## src/rtl/divide32_request_sequencer_pkg.sv

```systemverilog
`default_nettype none
// ============================================================================
//  Module      : divide32_pkg
//  Description : Shared types and constants for the divide32 request
//                sequencer: sequencer state encoding, operand widths, the
//                quotient returned for a bypassed divide-by-zero, and a
//                helper that sizes the watchdog counter.
//  Revision    : 1.0  initial release
// ============================================================================
package divide32_pkg;

    localparam int DIVIDEND_W = 32;
    localparam int DIVISOR_W  = 16;

    localparam logic [DIVIDEND_W-1:0] DIV0_QUOTIENT = 32'hFFFF_FFFF;

    typedef enum logic [2:0] {
        IDLE      = 3'd0,
        ISSUE     = 3'd1,
        WAIT_BUSY = 3'd2,
        WAIT_DONE = 3'd3,
        RESP      = 3'd4
    } state_e;

    // Counter must be able to hold the value WAIT_LIMIT itself.
    function automatic int wd_width(input int limit);
        return $clog2(limit + 1);
    endfunction

endpackage : divide32_pkg
`default_nettype wire

```

## src/rtl/divide32_request_sequencer_if.sv

```systemverilog
`default_nettype none
// ============================================================================
//  Module      : divide32_request_sequencer_if
//  Description : Bundle of the request, response and divider-side signals of
//                the divide32 request sequencer.
//                  req_*  : valid/ready request channel (producer -> seq)
//                  rsp_*  : valid/ready response channel (seq -> consumer)
//                  div_*  : pins to/from the restoring divider
//                Modports: slave  = sequencer view
//                          master = environment (producer/consumer/divider)
//  Revision    : 1.0  initial release
// ============================================================================
interface divide32_request_sequencer_if
    import divide32_pkg::*;
#(
    parameter int TAG_W = 4
) ();

    logic                  req_valid;
    logic                  req_ready;
    logic [DIVIDEND_W-1:0] req_dividend;
    logic [DIVISOR_W-1:0]  req_divisor;
    logic [TAG_W-1:0]      req_tag;

    logic                  rsp_valid;
    logic                  rsp_ready;
    logic [DIVIDEND_W-1:0] rsp_quotient;
    logic [DIVISOR_W-1:0]  rsp_remainder;
    logic [TAG_W-1:0]      rsp_tag;
    logic                  rsp_div0;
    logic                  rsp_timeout;

    logic [DIVIDEND_W-1:0] div_dividend;
    logic [DIVISOR_W-1:0]  div_divisor;
    logic                  div_start;
    logic [DIVIDEND_W-1:0] div_quotient;
    logic [DIVISOR_W-1:0]  div_remainder;
    logic                  div_ready;
    logic                  div_busy;

    modport slave (
        input  req_valid, req_dividend, req_divisor, req_tag,
        output req_ready,
        output rsp_valid, rsp_quotient, rsp_remainder, rsp_tag, rsp_div0, rsp_timeout,
        input  rsp_ready,
        output div_dividend, div_divisor, div_start,
        input  div_quotient, div_remainder, div_ready, div_busy
    );

    modport master (
        output req_valid, req_dividend, req_divisor, req_tag,
        input  req_ready,
        input  rsp_valid, rsp_quotient, rsp_remainder, rsp_tag, rsp_div0, rsp_timeout,
        output rsp_ready,
        input  div_dividend, div_divisor, div_start,
        output div_quotient, div_remainder, div_ready, div_busy
    );

endinterface : divide32_request_sequencer_if
`default_nettype wire

```

## src/rtl/divide32_request_sequencer_watchdog.sv

```systemverilog
`default_nettype none
// ============================================================================
//  Module      : divseq_watchdog
//  Description : Loadable up-counter with clear and limit-hit flag used to
//                bound how long the sequencer waits on the divider.
//  Ports       : clock, reset   - clock, async active-high reset
//                clear_i        - force count to 0 (highest priority)
//                load_i         - load load_val_i
//                load_val_i     - value to load
//                inc_i          - count up by one
//                hit_o          - count is one short of WAIT_LIMIT, i.e. the
//                                 next increment reaches the limit
//  Revision    : 1.0  initial release
// ============================================================================
module divseq_watchdog
    import divide32_pkg::*;
#(
    parameter int WAIT_LIMIT = 48,
    localparam int CW        = wd_width(WAIT_LIMIT)
) (
    input  wire logic          clock,
    input  wire logic          reset,
    input  wire logic          clear_i,
    input  wire logic          load_i,
    input  wire logic [CW-1:0] load_val_i,
    input  wire logic          inc_i,
    output logic               hit_o
);

    localparam logic [CW-1:0] LAST_BEFORE_LIMIT = CW'(WAIT_LIMIT - 1);

    logic [CW-1:0] count_q;
    logic [CW-1:0] count_d;

    always_comb begin
        count_d = count_q;
        if (clear_i) begin
            count_d = '0;
        end else if (load_i) begin
            count_d = load_val_i;
        end else if (inc_i) begin
            count_d = count_q + CW'(1);
        end
    end

    always_ff @(posedge clock or posedge reset) begin
        if (reset) begin
            count_q <= '0;
        end else begin
            count_q <= count_d;
        end
    end

    assign hit_o = (count_q == LAST_BEFORE_LIMIT);

endmodule : divseq_watchdog
`default_nettype wire

```

## src/rtl/divide32_request_sequencer.sv

```systemverilog
`default_nettype none
// ============================================================================
//  Module      : divide32_request_sequencer
//  Description : Issue/capture sequencer around a 32/16 restoring divider.
//                Accepts one request at a time, pulses div_start, waits for
//                the divider to go busy and then finish, and returns the
//                quotient/remainder with the request tag. Flags zero
//                divisors and gives up after WAIT_LIMIT cycles.
//  Ports       : clock, reset - clock, asynchronous active-high reset
//                bus          - divide32_request_sequencer_if.slave
//                               (req_*, rsp_*, div_* signal groups)
//  Options     : DIVSEQ_DIV0_BYPASS_EN - when defined, a zero divisor is
//                answered directly (quotient all ones, remainder = low half
//                of the dividend) without starting the divider.
//  Revision    : 1.0  initial release
// ============================================================================
module divide32_request_sequencer
    import divide32_pkg::*;
#(
    parameter int TAG_W      = 4,
    parameter int WAIT_LIMIT = 48   // must cover divider latency (>= 40)
) (
    input  wire logic                        clock,
    input  wire logic                        reset,
    divide32_request_sequencer_if.slave      bus
);

    localparam int CW = wd_width(WAIT_LIMIT);

    state_e                state_q,        state_d;
    logic [DIVIDEND_W-1:0] dividend_q,     dividend_d;
    logic [DIVISOR_W-1:0]  divisor_q,      divisor_d;
    logic [TAG_W-1:0]      tag_q,          tag_d;
    logic [DIVIDEND_W-1:0] rsp_quot_q,     rsp_quot_d;
    logic [DIVISOR_W-1:0]  rsp_rem_q,      rsp_rem_d;
    logic                  rsp_div0_q,     rsp_div0_d;
    logic                  rsp_timeout_q,  rsp_timeout_d;

    logic wd_clear;
    logic wd_load;
    logic wd_inc;
    logic wd_hit;

    // The watchdog measures cycles elapsed since ISSUE: loading 1 in ISSUE
    // makes the counter reach WAIT_LIMIT on the edge that leaves the wait
    // states exactly WAIT_LIMIT cycles after the start pulse.
    divseq_watchdog #(
        .WAIT_LIMIT (WAIT_LIMIT)
    ) u_watchdog (
        .clock      (clock),
        .reset      (reset),
        .clear_i    (wd_clear),
        .load_i     (wd_load),
        .load_val_i (CW'(1)),
        .inc_i      (wd_inc),
        .hit_o      (wd_hit)
    );

    always_comb begin
        state_d       = state_q;
        dividend_d    = dividend_q;
        divisor_d     = divisor_q;
        tag_d         = tag_q;
        rsp_quot_d    = rsp_quot_q;
        rsp_rem_d     = rsp_rem_q;
        rsp_div0_d    = rsp_div0_q;
        rsp_timeout_d = rsp_timeout_q;
        wd_clear      = 1'b0;
        wd_load       = 1'b0;
        wd_inc        = 1'b0;

        case (state_q)
            IDLE: begin
                wd_clear = 1'b1;
                if (bus.req_valid) begin
                    dividend_d = bus.req_dividend;
                    divisor_d  = bus.req_divisor;
                    tag_d      = TAG_W'(bus.req_tag);
`ifdef DIVSEQ_DIV0_BYPASS_EN
                    if (bus.req_divisor == '0) begin
                        rsp_quot_d    = DIV0_QUOTIENT;
                        rsp_rem_d     = bus.req_dividend[DIVISOR_W-1:0];
                        rsp_div0_d    = 1'b1;
                        rsp_timeout_d = 1'b0;
                        state_d       = RESP;
                    end else begin
                        state_d = ISSUE;
                    end
`else
                    state_d = ISSUE;
`endif
                end
            end

            ISSUE: begin
                wd_load = 1'b1;
                state_d = WAIT_BUSY;
            end

            WAIT_BUSY: begin
                wd_inc = 1'b1;
                if (wd_hit) begin
                    rsp_quot_d    = '0;
                    rsp_rem_d     = '0;
                    rsp_div0_d    = (divisor_q == '0);
                    rsp_timeout_d = 1'b1;
                    state_d       = RESP;
                end else if (bus.div_busy) begin
                    state_d = WAIT_DONE;
                end
            end

            WAIT_DONE: begin
                wd_inc = 1'b1;
                // Completion is tested first so a result arriving on the
                // limit cycle is still delivered.
                if (!bus.div_busy && bus.div_ready) begin
                    rsp_quot_d    = bus.div_quotient;
                    rsp_rem_d     = bus.div_remainder;
                    rsp_div0_d    = (divisor_q == '0);
                    rsp_timeout_d = 1'b0;
                    state_d       = RESP;
                end else if (wd_hit) begin
                    rsp_quot_d    = '0;
                    rsp_rem_d     = '0;
                    rsp_div0_d    = (divisor_q == '0);
                    rsp_timeout_d = 1'b1;
                    state_d       = RESP;
                end
            end

            RESP: begin
                // Returning through IDLE keeps req_ready low on the
                // handshake cycle, so there is no rsp_ready->req_ready path.
                if (bus.rsp_ready) begin
                    state_d = IDLE;
                end
            end

            default: begin
                state_d = IDLE;
            end
        endcase
    end

    always_ff @(posedge clock or posedge reset) begin
        if (reset) begin
            state_q       <= IDLE;
            dividend_q    <= '0;
            divisor_q     <= '0;
            tag_q         <= '0;
            rsp_quot_q    <= '0;
            rsp_rem_q     <= '0;
            rsp_div0_q    <= 1'b0;
            rsp_timeout_q <= 1'b0;
        end else begin
            state_q       <= state_d;
            dividend_q    <= dividend_d;
            divisor_q     <= divisor_d;
            tag_q         <= tag_d;
            rsp_quot_q    <= rsp_quot_d;
            rsp_rem_q     <= rsp_rem_d;
            rsp_div0_q    <= rsp_div0_d;
            rsp_timeout_q <= rsp_timeout_d;
        end
    end

    assign bus.req_ready     = (state_q == IDLE);
    assign bus.div_start     = (state_q == ISSUE);
    assign bus.rsp_valid     = (state_q == RESP);
    assign bus.div_dividend  = dividend_q;
    assign bus.div_divisor   = divisor_q;
    assign bus.rsp_quotient  = rsp_quot_q;
    assign bus.rsp_remainder = rsp_rem_q;
    assign bus.rsp_tag       = tag_q;
    assign bus.rsp_div0      = rsp_div0_q;
    assign bus.rsp_timeout   = rsp_timeout_q;

endmodule : divide32_request_sequencer
`default_nettype wire
```

## src/flat_wrapper.sv

```systemverilog
// flat-port wrapper written by rule: the top's interface ports become plain ports
module divide32_request_sequencer_flat import divide32_pkg::*;
#(
    parameter int TAG_W      = 4,
    parameter int WAIT_LIMIT = 48                                        
)
  (clock, reset, bus_req_valid, bus_req_dividend, bus_req_divisor, bus_req_tag, bus_req_ready, bus_rsp_valid, bus_rsp_quotient, bus_rsp_remainder, bus_rsp_tag, bus_rsp_div0, bus_rsp_timeout, bus_rsp_ready, bus_div_dividend, bus_div_divisor, bus_div_start, bus_div_quotient, bus_div_remainder, bus_div_ready, bus_div_busy);
  divide32_request_sequencer_if #(.TAG_W(TAG_W)) bus_i ();
  input  wire logic clock;
  input  wire logic reset;
  input wire logic [$bits(bus_i.req_valid)-1:0] bus_req_valid;
  input wire logic [$bits(bus_i.req_dividend)-1:0] bus_req_dividend;
  input wire logic [$bits(bus_i.req_divisor)-1:0] bus_req_divisor;
  input wire logic [$bits(bus_i.req_tag)-1:0] bus_req_tag;
  output wire logic [$bits(bus_i.req_ready)-1:0] bus_req_ready;
  output wire logic [$bits(bus_i.rsp_valid)-1:0] bus_rsp_valid;
  output wire logic [$bits(bus_i.rsp_quotient)-1:0] bus_rsp_quotient;
  output wire logic [$bits(bus_i.rsp_remainder)-1:0] bus_rsp_remainder;
  output wire logic [$bits(bus_i.rsp_tag)-1:0] bus_rsp_tag;
  output wire logic [$bits(bus_i.rsp_div0)-1:0] bus_rsp_div0;
  output wire logic [$bits(bus_i.rsp_timeout)-1:0] bus_rsp_timeout;
  input wire logic [$bits(bus_i.rsp_ready)-1:0] bus_rsp_ready;
  output wire logic [$bits(bus_i.div_dividend)-1:0] bus_div_dividend;
  output wire logic [$bits(bus_i.div_divisor)-1:0] bus_div_divisor;
  output wire logic [$bits(bus_i.div_start)-1:0] bus_div_start;
  input wire logic [$bits(bus_i.div_quotient)-1:0] bus_div_quotient;
  input wire logic [$bits(bus_i.div_remainder)-1:0] bus_div_remainder;
  input wire logic [$bits(bus_i.div_ready)-1:0] bus_div_ready;
  input wire logic [$bits(bus_i.div_busy)-1:0] bus_div_busy;
  assign bus_i.req_valid = bus_req_valid;
  assign bus_i.req_dividend = bus_req_dividend;
  assign bus_i.req_divisor = bus_req_divisor;
  assign bus_i.req_tag = bus_req_tag;
  assign bus_req_ready = bus_i.req_ready;
  assign bus_rsp_valid = bus_i.rsp_valid;
  assign bus_rsp_quotient = bus_i.rsp_quotient;
  assign bus_rsp_remainder = bus_i.rsp_remainder;
  assign bus_rsp_tag = bus_i.rsp_tag;
  assign bus_rsp_div0 = bus_i.rsp_div0;
  assign bus_rsp_timeout = bus_i.rsp_timeout;
  assign bus_i.rsp_ready = bus_rsp_ready;
  assign bus_div_dividend = bus_i.div_dividend;
  assign bus_div_divisor = bus_i.div_divisor;
  assign bus_div_start = bus_i.div_start;
  assign bus_i.div_quotient = bus_div_quotient;
  assign bus_i.div_remainder = bus_div_remainder;
  assign bus_i.div_ready = bus_div_ready;
  assign bus_i.div_busy = bus_div_busy;
  divide32_request_sequencer #(.TAG_W(TAG_W), .WAIT_LIMIT(WAIT_LIMIT)) u_core (.clock(clock), .reset(reset), .bus(bus_i));
endmodule
```

## config.mk

```make
export PLATFORM = sky130hd
export DESIGN_NAME = divide32_request_sequencer_flat
export DESIGN_NICKNAME = d
export VERILOG_FILES = /design/src/rtl/divide32_request_sequencer_pkg.sv /design/src/rtl/divide32_request_sequencer_if.sv /design/src/rtl/divide32_request_sequencer_watchdog.sv /design/src/rtl/divide32_request_sequencer.sv /design/src/flat_wrapper.sv
export SDC_FILE = /design/constraint.sdc
export NUM_CORES = 1
export LEC_CHECK = 0
export BUFFER_PORTS_ARGS = -buffer_cell sky130_fd_sc_hd__buf_4
export CORE_MARGIN = 8
export CORE_UTILIZATION = 46
export DETAILED_ROUTE_END_ITERATION = 8
export GPL_ROUTABILITY_DRIVEN = 0
export PLACE_DENSITY = 0.79
export SKIP_CTS_REPAIR_TIMING = 1
export SYNTH_ARGS = -nofsm -noshare
export SYNTH_HDL_FRONTEND = slang
export SYNTH_HIERARCHICAL = 1
export SYNTH_SLANG_ARGS = --single-unit
```

## constraint.sdc

```tcl
create_clock -name clock -period 4.2 [get_ports clock]
set_clock_uncertainty 0.05 [all_clocks]
set_input_delay 1.05 -clock clock [delete_from_list [all_inputs] [get_ports clock]]
set_output_delay 1.05 -clock clock [all_outputs]
set_load 0.02 [all_outputs]
```

==> metrics.txt, run 1 <==
# TYPE chip_impl_metric gauge
chip_impl_metric{name="h_tree_lvl_count",unit=""} 3
chip_impl_metric{name="die_width",unit="um"} 114
chip_impl_metric{name="io_buffer_count",unit=""} 210
chip_impl_metric{name="worst-r2r-cell-count",unit=""} 3
chip_impl_metric{name="drt-pass1-iter-count",unit=""} 4
chip_impl_metric{name="core.rowCount",unit=""} 36
chip_impl_metric{name="final_min_period_over_clock_period",unit=""} 0.622
chip_impl_info{name="min_to",value="u_core/bus.rsp_quotient[2]$_DFFE_PP0P_"} 1
chip_impl_metric{name="slew_headroom",unit=""} 0.324
chip_impl_metric{name="design.die.area",unit="um^2"} 13100
chip_impl_metric{name="worst_pin_slew",unit="ns"} 1.01
chip_impl_metric{name="post_synth_instance_area",unit="um^2"} 4460
chip_impl_info{name="clock_root_buffer",value="clkbuf_8"} 1
chip_impl_info{name="rsz_0062_raised_after_global_routing",value="no"} 1
chip_impl_metric{name="layout.area.seq",unit="um^2"} 2780
chip_impl_info{name="rr_endpoint",value="u_core/bus.div_dividend[29]$_DFFE_PP0P_"} 1
chip_impl_info{name="synth_area_leaders",value="dfrtp_1 62%, mux2_4 17%, a22o_1 9.4%"} 1
chip_impl_metric{name="simple_gate_share_of_the_synthesized_area",unit=""} 0.0424
chip_impl_metric{name="clock_tree.buffer_depth",unit=""} 2
chip_impl_metric{name="cts-buffers-inserted",unit=""} 9
chip_impl_info{name="largest_family_of_logic_cells_by_synthesized_area",value="multiplexers"} 1
chip_impl_metric{name="route.vias.total",unit=""} 3174
chip_impl_metric{name="floorplan.core_area",unit="um^2"} 9590
chip_impl_info{name="worstSetupPathType",value="flop to output pin"} 1
chip_impl_metric{name="multi_input_comb_area",unit="um^2"} 1570
chip_impl_metric{name="clock.fmax",unit="GHz"} 0.383
chip_impl_metric{name="fraction_of_the_mapped_netlist_area_in_compound_gates",unit=""} 0.111
chip_impl_metric{name="peak_ir_drop_on_the_vdd_network",unit="uV"} 462
chip_impl_metric{name="report.final.slew_viol_count",unit=""} 0
chip_impl_metric{name="antenna_fix_cells",unit=""} 0
chip_impl_metric{name="worst_hold_slack",unit="ns"} 0.462
chip_impl_metric{name="groute.usage.overall",unit=""} 0.183
chip_impl_metric{name="leakagePower",unit="nW"} 3.25
chip_impl_info{name="regToRegStartpoint",value="u_core/state_q[0]$_DFFE_PP0P_"} 1
chip_impl_metric{name="antenna_violating_nets_left",unit=""} 0
chip_impl_metric{name="vias_in_the_first_global_route",unit=""} 3470
chip_impl_metric{name="clock_sink_count",unit=""} 111
chip_impl_metric{name="dpl_cell_area",unit="um^2"} 6130
chip_impl_info{name="cpMaxStageDelayCell",value="nor3b_1"} 1
chip_impl_metric{name="final_standard_cell_count_with_taps_included_and_fillers_excluded",unit=""} 637
chip_impl_metric{name="xor_xnor_cell_area_share_of_the_yosys_netlist",unit=""} 0.00786
chip_impl_metric{name="cp.arrival",unit="ns"} 1.51
chip_impl_info{name="tritoncts",value="yes"} 1
chip_impl_metric{name="route.final.wire_length",unit="um"} 12100
chip_impl_metric{name="critical_path_required",unit="ns"} 3.10
chip_impl_metric{name="maximum_number_of_pins_on_one_net_before_global_route_repair",unit=""} 59
chip_impl_metric{name="yosys_warnings",unit=""} 6
chip_impl_info{name="crit_path_end_kind",value="output pin"} 1
chip_impl_metric{name="grt_overflow_total",unit=""} 0
chip_impl_info{name="outcome",value="completed"} 1
chip_impl_metric{name="powerDensity",unit="nW/um^2"} 811
chip_impl_metric{name="synth-edff-count",unit=""} 0
chip_impl_info{name="ys.flop_type",value="dfrtp_1"} 1
chip_impl_metric{name="synth-async-reset-ratio",unit=""} 1.00
chip_impl_info{name="holdCritStartpoint",value="u_core/bus.rsp_quotient[2]$_DFFE_PP0P_"} 1
chip_impl_metric{name="post_layout_instance_area",unit="um^2"} 6360
chip_impl_metric{name="setup_viol",unit=""} 0
chip_impl_metric{name="finalWorstPathRequiredPeriod",unit="ns"} 2.61
chip_impl_metric{name="layout.nets",unit=""} 606
chip_impl_metric{name="post_synth_mux_area_share",unit=""} 0.178
chip_impl_metric{name="worst_skew_pair_later_pin_latency",unit="ns"} 0.35
chip_impl_metric{name="seq_area_frac_synth",unit=""} 0.623
chip_impl_metric{name="antenna_found_initial",unit=""} 0
chip_impl_metric{name="layout-area-overhead-vs-synth",unit="%"} 42.6
chip_impl_metric{name="number_of_instances_on_the_worst_hold_path",unit=""} 1
chip_impl_metric{name="max_cap_violations",unit=""} 0
chip_impl_metric{name="netlist-cell-type-count",unit=""} 32
chip_impl_info{name="timing.critical_path.from_type",value="flop"} 1
chip_impl_info{name="crit_start",value="u_core/state_q[2]$_DFFE_PP0P_"} 1
chip_impl_metric{name="initial_core_util",unit=""} 0.465
chip_impl_metric{name="yosys.area.top_type_share",unit=""} 0.623
chip_impl_metric{name="yosys.area_share.adder",unit=""} 0.00281
chip_impl_metric{name="wl_per_cell",unit="um"} 19.0
chip_impl_metric{name="path_clk_slew",unit="ns"} 0.10
chip_impl_metric{name="final_hold_viol_count",unit=""} 0
chip_impl_metric{name="via_per_inst",unit=""} 4.98
chip_impl_metric{name="grt_pass1_wl",unit="um"} 18700
chip_impl_metric{name="final_layout_size_suffix_gt1_frac",unit=""} 0.573
chip_impl_info{name="timing.hold.worst.class",value="flop to flop"} 1
chip_impl_metric{name="netlist_instances",unit=""} 288
chip_impl_metric{name="floorplan.die.height",unit="um"} 114
chip_impl_metric{name="setup.reg_to_reg.worst_slack",unit="ns"} 1.81
chip_impl_info{name="chain_of_cells_forming_the_critical_path",value="nor3b_1 > buf_4"} 1
chip_impl_metric{name="synthesis.area_per_instance",unit="um^2"} 15.5
chip_impl_info{name="synth_area_leader_cell",value="dfrtp_1"} 1
chip_impl_metric{name="io_pins",unit=""} 211
chip_impl_metric{name="drc_errors",unit=""} 0
chip_impl_metric{name="placed_cells_incl_taps",unit=""} 621
chip_impl_metric{name="ffs_latches_synth",unit=""} 111
chip_impl_metric{name="detailed_place_hpwl",unit="um"} 9260
chip_impl_metric{name="setup_total_negative_slack",unit="ns"} 0
chip_impl_metric{name="fill_cell_total_of_the_finished_layout",unit=""} 733
chip_impl_metric{name="critical-path-max-stage-delay",unit="ns"} 0.47
chip_impl_metric{name="worstPathMaxFanout",unit=""} 6
chip_impl_metric{name="first_iter_violations",unit=""} 172
## synth_stat cells (4+ instances only)
cell       n
buf_2      6
xor2_1     4
inv_1      4
a21oi_1    4
nor2_1     6
o21ai_0    4
a22o_1    48
nand2_1    8
buf_6      7
mux2_4    50
dfrtp_1  111
nor4_1     4
## worst max-delay path: cells and delay by family, from the launching register on
family | cells | cell delay, ns
buffers and inverters | 1 | 0.24
and+or+nand+nor | 1 | 0.47
DFF | 1 | 0.46
## worst max-delay path by stage
| stage | end | slack (ns) | depth (start not counted) |
|---|---|---|---|
| floorplan | u_core/bus.div_dividend[0]$_DFFE_PP0P_ | 0.34 | 1 |
| global placement | u_core/bus.rsp_quotient[24]$_DFFE_PP0P_ | 1.51 | 5 |
| detailed placement | u_core/bus.rsp_quotient[11]$_DFFE_PP0P_ | 1.43 | 5 |
| CTS | bus_div_start | 1.55 | 2 |
| global route | bus_div_start | 1.45 | 2 |
| finish | bus_div_start | 1.59 | 2 |
## state kept, by name, summed over array words and instances (netlist names)
signal                     count
u_core/u_watchdog/count_q      6
u_core/bus.div_dividend       32
u_core/bus.rsp_tag             4
u_core/bus.rsp_quotient       32
u_core/state_q                 3
u_core/bus.rsp_div0            1
u_core/bus.rsp_timeout         1
u_core/bus.rsp_remainder      16
u_core/bus.div_divisor        16
## power breakdown
group | internal [W] | switching (W) | leakage [nW]
clock network | 0.000356 | 0.000349 | 0.113
registers | 0.00158 | 0.000359 | 1.36
logic | 0.00129 | 0.00122 | 1.78
total | 0.00323 | 0.00192 | 3.25
## area by class of cell
type	count	area share
timing repair buffer	213	0.252
inverter	5	0.00335
tap	133	0.0262
clock inverter	6	0.0142
multi-input combinational	159	0.246
sequential	111	0.437
clock buffer	10	0.0216
## layer usage
metal  up-vias  track usage  routed length [um]
met5         -            0                   0
met2       147        0.301                5860
li1       1465            -                   -
met4         0       0.0710                 218
met3        14       0.0585                1060
met1      1548        0.220                4960
## kinds of logic (layout without fill, tap and decap cells)
group | Yosys count | after routing
other | 2 | 6
multiplexers | 54 | 54
AO/OA/AOI/OAI | 61 | 61
XOR/XNOR | 4 | 4
adder cells (fa/ha/maj) | 1 | 1
buffers and inverters | 22 | 234
AND/OR/NAND/NOR | 33 | 33
flip-flops | 111 | 111
## stage by stage
| stage | util | total power (W) | worst slack, ns |
|---|---|---|---|
| after floorplan | - | 0.00339 | 0.339 |
| final | 0.663 | 0.00515 | 1.59 |
| after global routing | 0.663 | 0.00543 | 1.45 |
| after global placement | 0.639 | 0.00441 | 1.51 |
| after CTS | 0.663 | 0.00521 | 1.55 |
| after detailed placement | 0.639 | 0.00448 | 1.43 |
## cell usage in the layout (no fill, tap or decap), types with 3 or more instances in the layout
master / n
buf_4: 213
dfrtp_1: 111
mux2_4: 50
a22o_1: 48
clkbuf_8: 10
nand2_1: 8
nor2_1: 6
conb_1: 6
o21ai_0: 4
a21oi_1: 4
nor4_1: 4
xor2_1: 4
nor3b_1: 3
inv_1: 3
mux2_2: 3
a211oi_1: 3
(Power assumes the default switching activity.)
==> run 2: changes to the inputs <==
ABC_AREA = 1   (was not set)
CORE_UTILIZATION = 47   (was 46)
PLACE_DENSITY = 0.8   (was 0.79)
clock period = 2.6 ns   (was 4.2 ns; I/O delays follow)
==> metrics.txt, run 2 <==
# TYPE chip_impl_metric gauge
chip_impl_metric{name="maximum_number_of_pins_on_one_net_before_global_route_repair",unit=""} 63
chip_impl_metric{name="post_synth_instance_area",unit="um^2"} 4750
chip_impl_metric{name="peak_ir_drop_on_the_vdd_network",unit="uV"} 635
chip_impl_metric{name="clock_tree.buffer_depth",unit=""} 2
chip_impl_metric{name="drc_errors",unit=""} 0
chip_impl_metric{name="fill_cell_total_of_the_finished_layout",unit=""} 780
chip_impl_metric{name="cts-buffers-inserted",unit=""} 9
chip_impl_metric{name="final_layout_size_suffix_gt1_frac",unit=""} 0.332
chip_impl_metric{name="h_tree_lvl_count",unit=""} 3
chip_impl_info{name="final_common_cell",value="nand2_1"} 1
chip_impl_metric{name="clock.fmax",unit="GHz"} 0.441
chip_impl_metric{name="seq_area_frac_synth",unit=""} 0.585
chip_impl_info{name="top_library_cells_by_usage_in_the_layout_fill_and_taps_aside",value="232 x nand2_1, 215 x buf_4, 111 x dfrtp_1"} 1
chip_impl_metric{name="clock_sink_count",unit=""} 111
chip_impl_metric{name="drt-pass1-iter-count",unit=""} 5
chip_impl_metric{name="via_per_inst",unit=""} 4.85
chip_impl_metric{name="worstPathMaxFanout",unit=""} 13
chip_impl_metric{name="yosys.area.top_type_share",unit=""} 0.585
chip_impl_metric{name="core.rowCount",unit=""} 36
chip_impl_info{name="rsz_0062_raised_after_global_routing",value="no"} 1
chip_impl_metric{name="worst_pin_slew",unit="ns"} 0.675
chip_impl_metric{name="synth-async-reset-ratio",unit=""} 1.00
chip_impl_metric{name="critical_path_required",unit="ns"} 1.90
chip_impl_metric{name="p_sw",unit="W"} 0.00346
chip_impl_info{name="synth.cells.most_frequent",value="232 x nand2_1, 111 x dfrtp_1, 54 x nand3_1"} 1
chip_impl_metric{name="vias_in_the_first_global_route",unit=""} 4374
chip_impl_metric{name="route.final.wire_length",unit="um"} 13800
chip_impl_metric{name="slew_headroom",unit=""} 0.549
chip_impl_metric{name="floorplan.die.height",unit="um"} 116
chip_impl_metric{name="groute.usage.overall",unit=""} 0.199
chip_impl_metric{name="route.vias.total",unit=""} 4376
chip_impl_metric{name="netlist-cell-type-count",unit=""} 28
chip_impl_info{name="outcome",value="completed"} 1
chip_impl_metric{name="worst_skew_pair_later_pin_latency",unit="ns"} 0.35
chip_impl_metric{name="leakagePower",unit="nW"} 3.73
chip_impl_info{name="rr_endpoint",value="u_core/bus.rsp_quotient[7]$_DFFE_PP0P_"} 1
chip_impl_metric{name="ffs_latches_synth",unit=""} 111
chip_impl_metric{name="final_min_period_over_clock_period",unit=""} 0.873
chip_impl_metric{name="wl_per_cell",unit="um"} 15.2
chip_impl_metric{name="cellInternalPower",unit="W"} 0.00441
chip_impl_metric{name="path_clk_slew",unit="ns"} 0.11
chip_impl_metric{name="finalWorstPathRequiredPeriod",unit="ns"} 2.27
chip_impl_metric{name="design.die.area",unit="um^2"} 13600
chip_impl_info{name="clock_root_buffer",value="clkbuf_8"} 1
chip_impl_metric{name="setup_total_negative_slack",unit="ns"} 0
chip_impl_metric{name="post-route-worst-setup-slack",unit="ns"} 0.330
chip_impl_metric{name="cp.arrival",unit="ns"} 1.57
chip_impl_metric{name="synthesis.area_per_instance",unit="um^2"} 8.55
chip_impl_metric{name="yosys_warnings",unit=""} 6
chip_impl_metric{name="floorplan.core_area",unit="um^2"} 9770
chip_impl_info{name="regToRegStartpoint",value="u_core/u_watchdog/count_q[0]$_DFFE_PP0P_"} 1
chip_impl_metric{name="antenna_violating_nets_left",unit=""} 0
chip_impl_info{name="yosys.cell_count.top_type",value="nand2_1"} 1
chip_impl_metric{name="grt_pass1_wl",unit="um"} 21400
chip_impl_metric{name="worst-r2r-cell-count",unit=""} 8
chip_impl_metric{name="grt_overflow_total",unit=""} 0
chip_impl_info{name="ys.flop_type",value="dfrtp_1"} 1
chip_impl_info{name="timing.critical_path.from_type",value="flop"} 1
chip_impl_metric{name="setup_viol",unit=""} 0
chip_impl_metric{name="netlist_instances",unit=""} 555
chip_impl_info{name="synth_area_leaders",value="dfrtp_1 59%, nand2_1 18%, nand3_1 5.7%"} 1
chip_impl_metric{name="io_pins",unit=""} 211
chip_impl_metric{name="place_worst_setup_slack",unit="ns"} 0.573
chip_impl_metric{name="post-layout-total-power",unit="W"} 0.00788
chip_impl_info{name="tritoncts",value="yes"} 1
chip_impl_metric{name="detailed_place_hpwl",unit="um"} 10600
chip_impl_info{name="synth_area_leader_cell",value="dfrtp_1"} 1
chip_impl_info{name="timing.hold.worst.class",value="input port to asynchronous set/reset pin"} 1
chip_impl_metric{name="antenna_fix_cells",unit=""} 0
chip_impl_metric{name="layout.nets",unit=""} 871
chip_impl_info{name="worstSetupPathType",value="flop to output pin"} 1
chip_impl_metric{name="first_iter_violations",unit=""} 270
chip_impl_metric{name="pwr-share-seq",unit=""} 0.385
chip_impl_metric{name="clock_power_share",unit=""} 0.118
chip_impl_metric{name="powerDensity",unit="nW/um^2"} 1190
chip_impl_metric{name="final_hold_viol_count",unit=""} 0
chip_impl_metric{name="antenna_found_initial",unit=""} 0
chip_impl_metric{name="setup.reg_to_reg.worst_slack",unit="ns"} 0.61
chip_impl_metric{name="initial_core_util",unit=""} 0.486
chip_impl_metric{name="die_width",unit="um"} 116
chip_impl_metric{name="max_cap_violations",unit=""} 0
chip_impl_info{name="crit_path_end_kind",value="output pin"} 1
chip_impl_metric{name="netSwitchingFraction",unit=""} 0.440
chip_impl_metric{name="report.final.slew_viol_count",unit=""} 0
chip_impl_metric{name="synth-edff-count",unit=""} 0
chip_impl_metric{name="logic_pwr_share",unit=""} 0.497
chip_impl_metric{name="layout-area-overhead-vs-synth",unit="%"} 39.3
chip_impl_metric{name="io_buffer_count",unit=""} 210
[run 2: cell count changes after synthesis, sizes merged, moves of 3 or more]
cell | previous run | this run
nand3 | 1 | 55
nor2b | 3 | 0
a22o | 48 | 0
nor3b | 3 | 0
nor2 | 6 | 43
o21ai | 5 | 8
buf | 14 | 19
nand2 | 8 | 245
mux2 | 53 | 0
inv | 4 | 30
nand3b | 0 | 8
a211oi | 3 | 0
nor4 | 4 | 0
a21oi | 4 | 17
[run 2: metrics by stage]
step           cells  area (um^2)  hold WS, ns   util
2_1_floorplan    559         4760        0.391      -
3_3_place_gp     886         6440        0.404  0.659
3_5_place_dp     886         6440        0.410  0.659
4_1_cts          902         6610        0.183  0.677
5_1_grt          902         6610        0.181  0.677
6_report         902         6610        0.193  0.677
[run 2: critical path, stage by stage, from the launching register on]
cell and delay, ns:
dfrtp_1 0.47, nor2_1 0.20, nand2_1 0.11, inv_2 0.23, buf_4 0.20
[run 2: cell families after synthesis]
logic type / Yosys count / share of synthesized area
adder cells (fa/ha/maj): 1 / 0.00264
AND/OR/NAND/NOR: 355 / 0.314
buffers and inverters: 56 / 0.0606
AO/OA/AOI/OAI: 28 / 0.0324
XOR/XNOR: 2 / 0.00369
other: 2 / 0.00158
flip-flops: 111 / 0.585
[run 2: per-layer routing]
layer	up-vias	routed length, um	track usage
li1	2133	-	-
met1	2026	5420	0.239
met2	202	6390	0.322
met3	15	1730	0.0770
met4	0	210	0.0666
met5	-	0	0
[run 2: power by group through the flow]
stage / logic (W) / clock network (W) / registers (W)
5_1_grt: 0.00427 / 0.00103 / 0.00313
3_3_place_gp: 0.00386 / 0 / 0.00302
6_report: 0.00391 / 0.000932 / 0.00303
4_1_cts: 0.00396 / 0.000964 / 0.00303
2_1_floorplan: 0.00138 / 0 / 0.00385
3_5_place_dp: 0.00397 / 0 / 0.00305
[run 2: worst max-delay path by stage]
stage          depth (start not counted)                          start                                       to  slack [ns]
2_1_floorplan                          1  u_core/state_q[1]$_DFFE_PP0P_                            bus_div_start        0.58
3_3_place_gp                           9                   bus_div_busy  u_core/bus.rsp_quotient[30]$_DFFE_PP0P_        0.65
3_5_place_dp                           9                   bus_div_busy   u_core/bus.rsp_quotient[7]$_DFFE_PP0P_        0.57
4_1_cts                                4  u_core/state_q[1]$_DFFE_PP0P_                            bus_req_ready        0.29
5_1_grt                                4  u_core/state_q[1]$_DFFE_PP0P_                            bus_req_ready        0.17
6_report                               4  u_core/state_q[1]$_DFFE_PP0P_                            bus_req_ready        0.33
[run 2: layout make-up]
| class | count | area (um^2) | area share |
|---|---|---|---|
| clock buffers | 11 | 131 | 0.0199 |
| clock inverters | 5 | 42.5 | 0.00643 |
| inverters | 32 | 125 | 0.0189 |
| multi-input cells | 392 | 1700 | 0.256 |
| flip-flops and latches | 111 | 2780 | 0.420 |
| well taps | 133 | 166 | 0.0252 |
| repair buffers | 218 | 1670 | 0.253 |
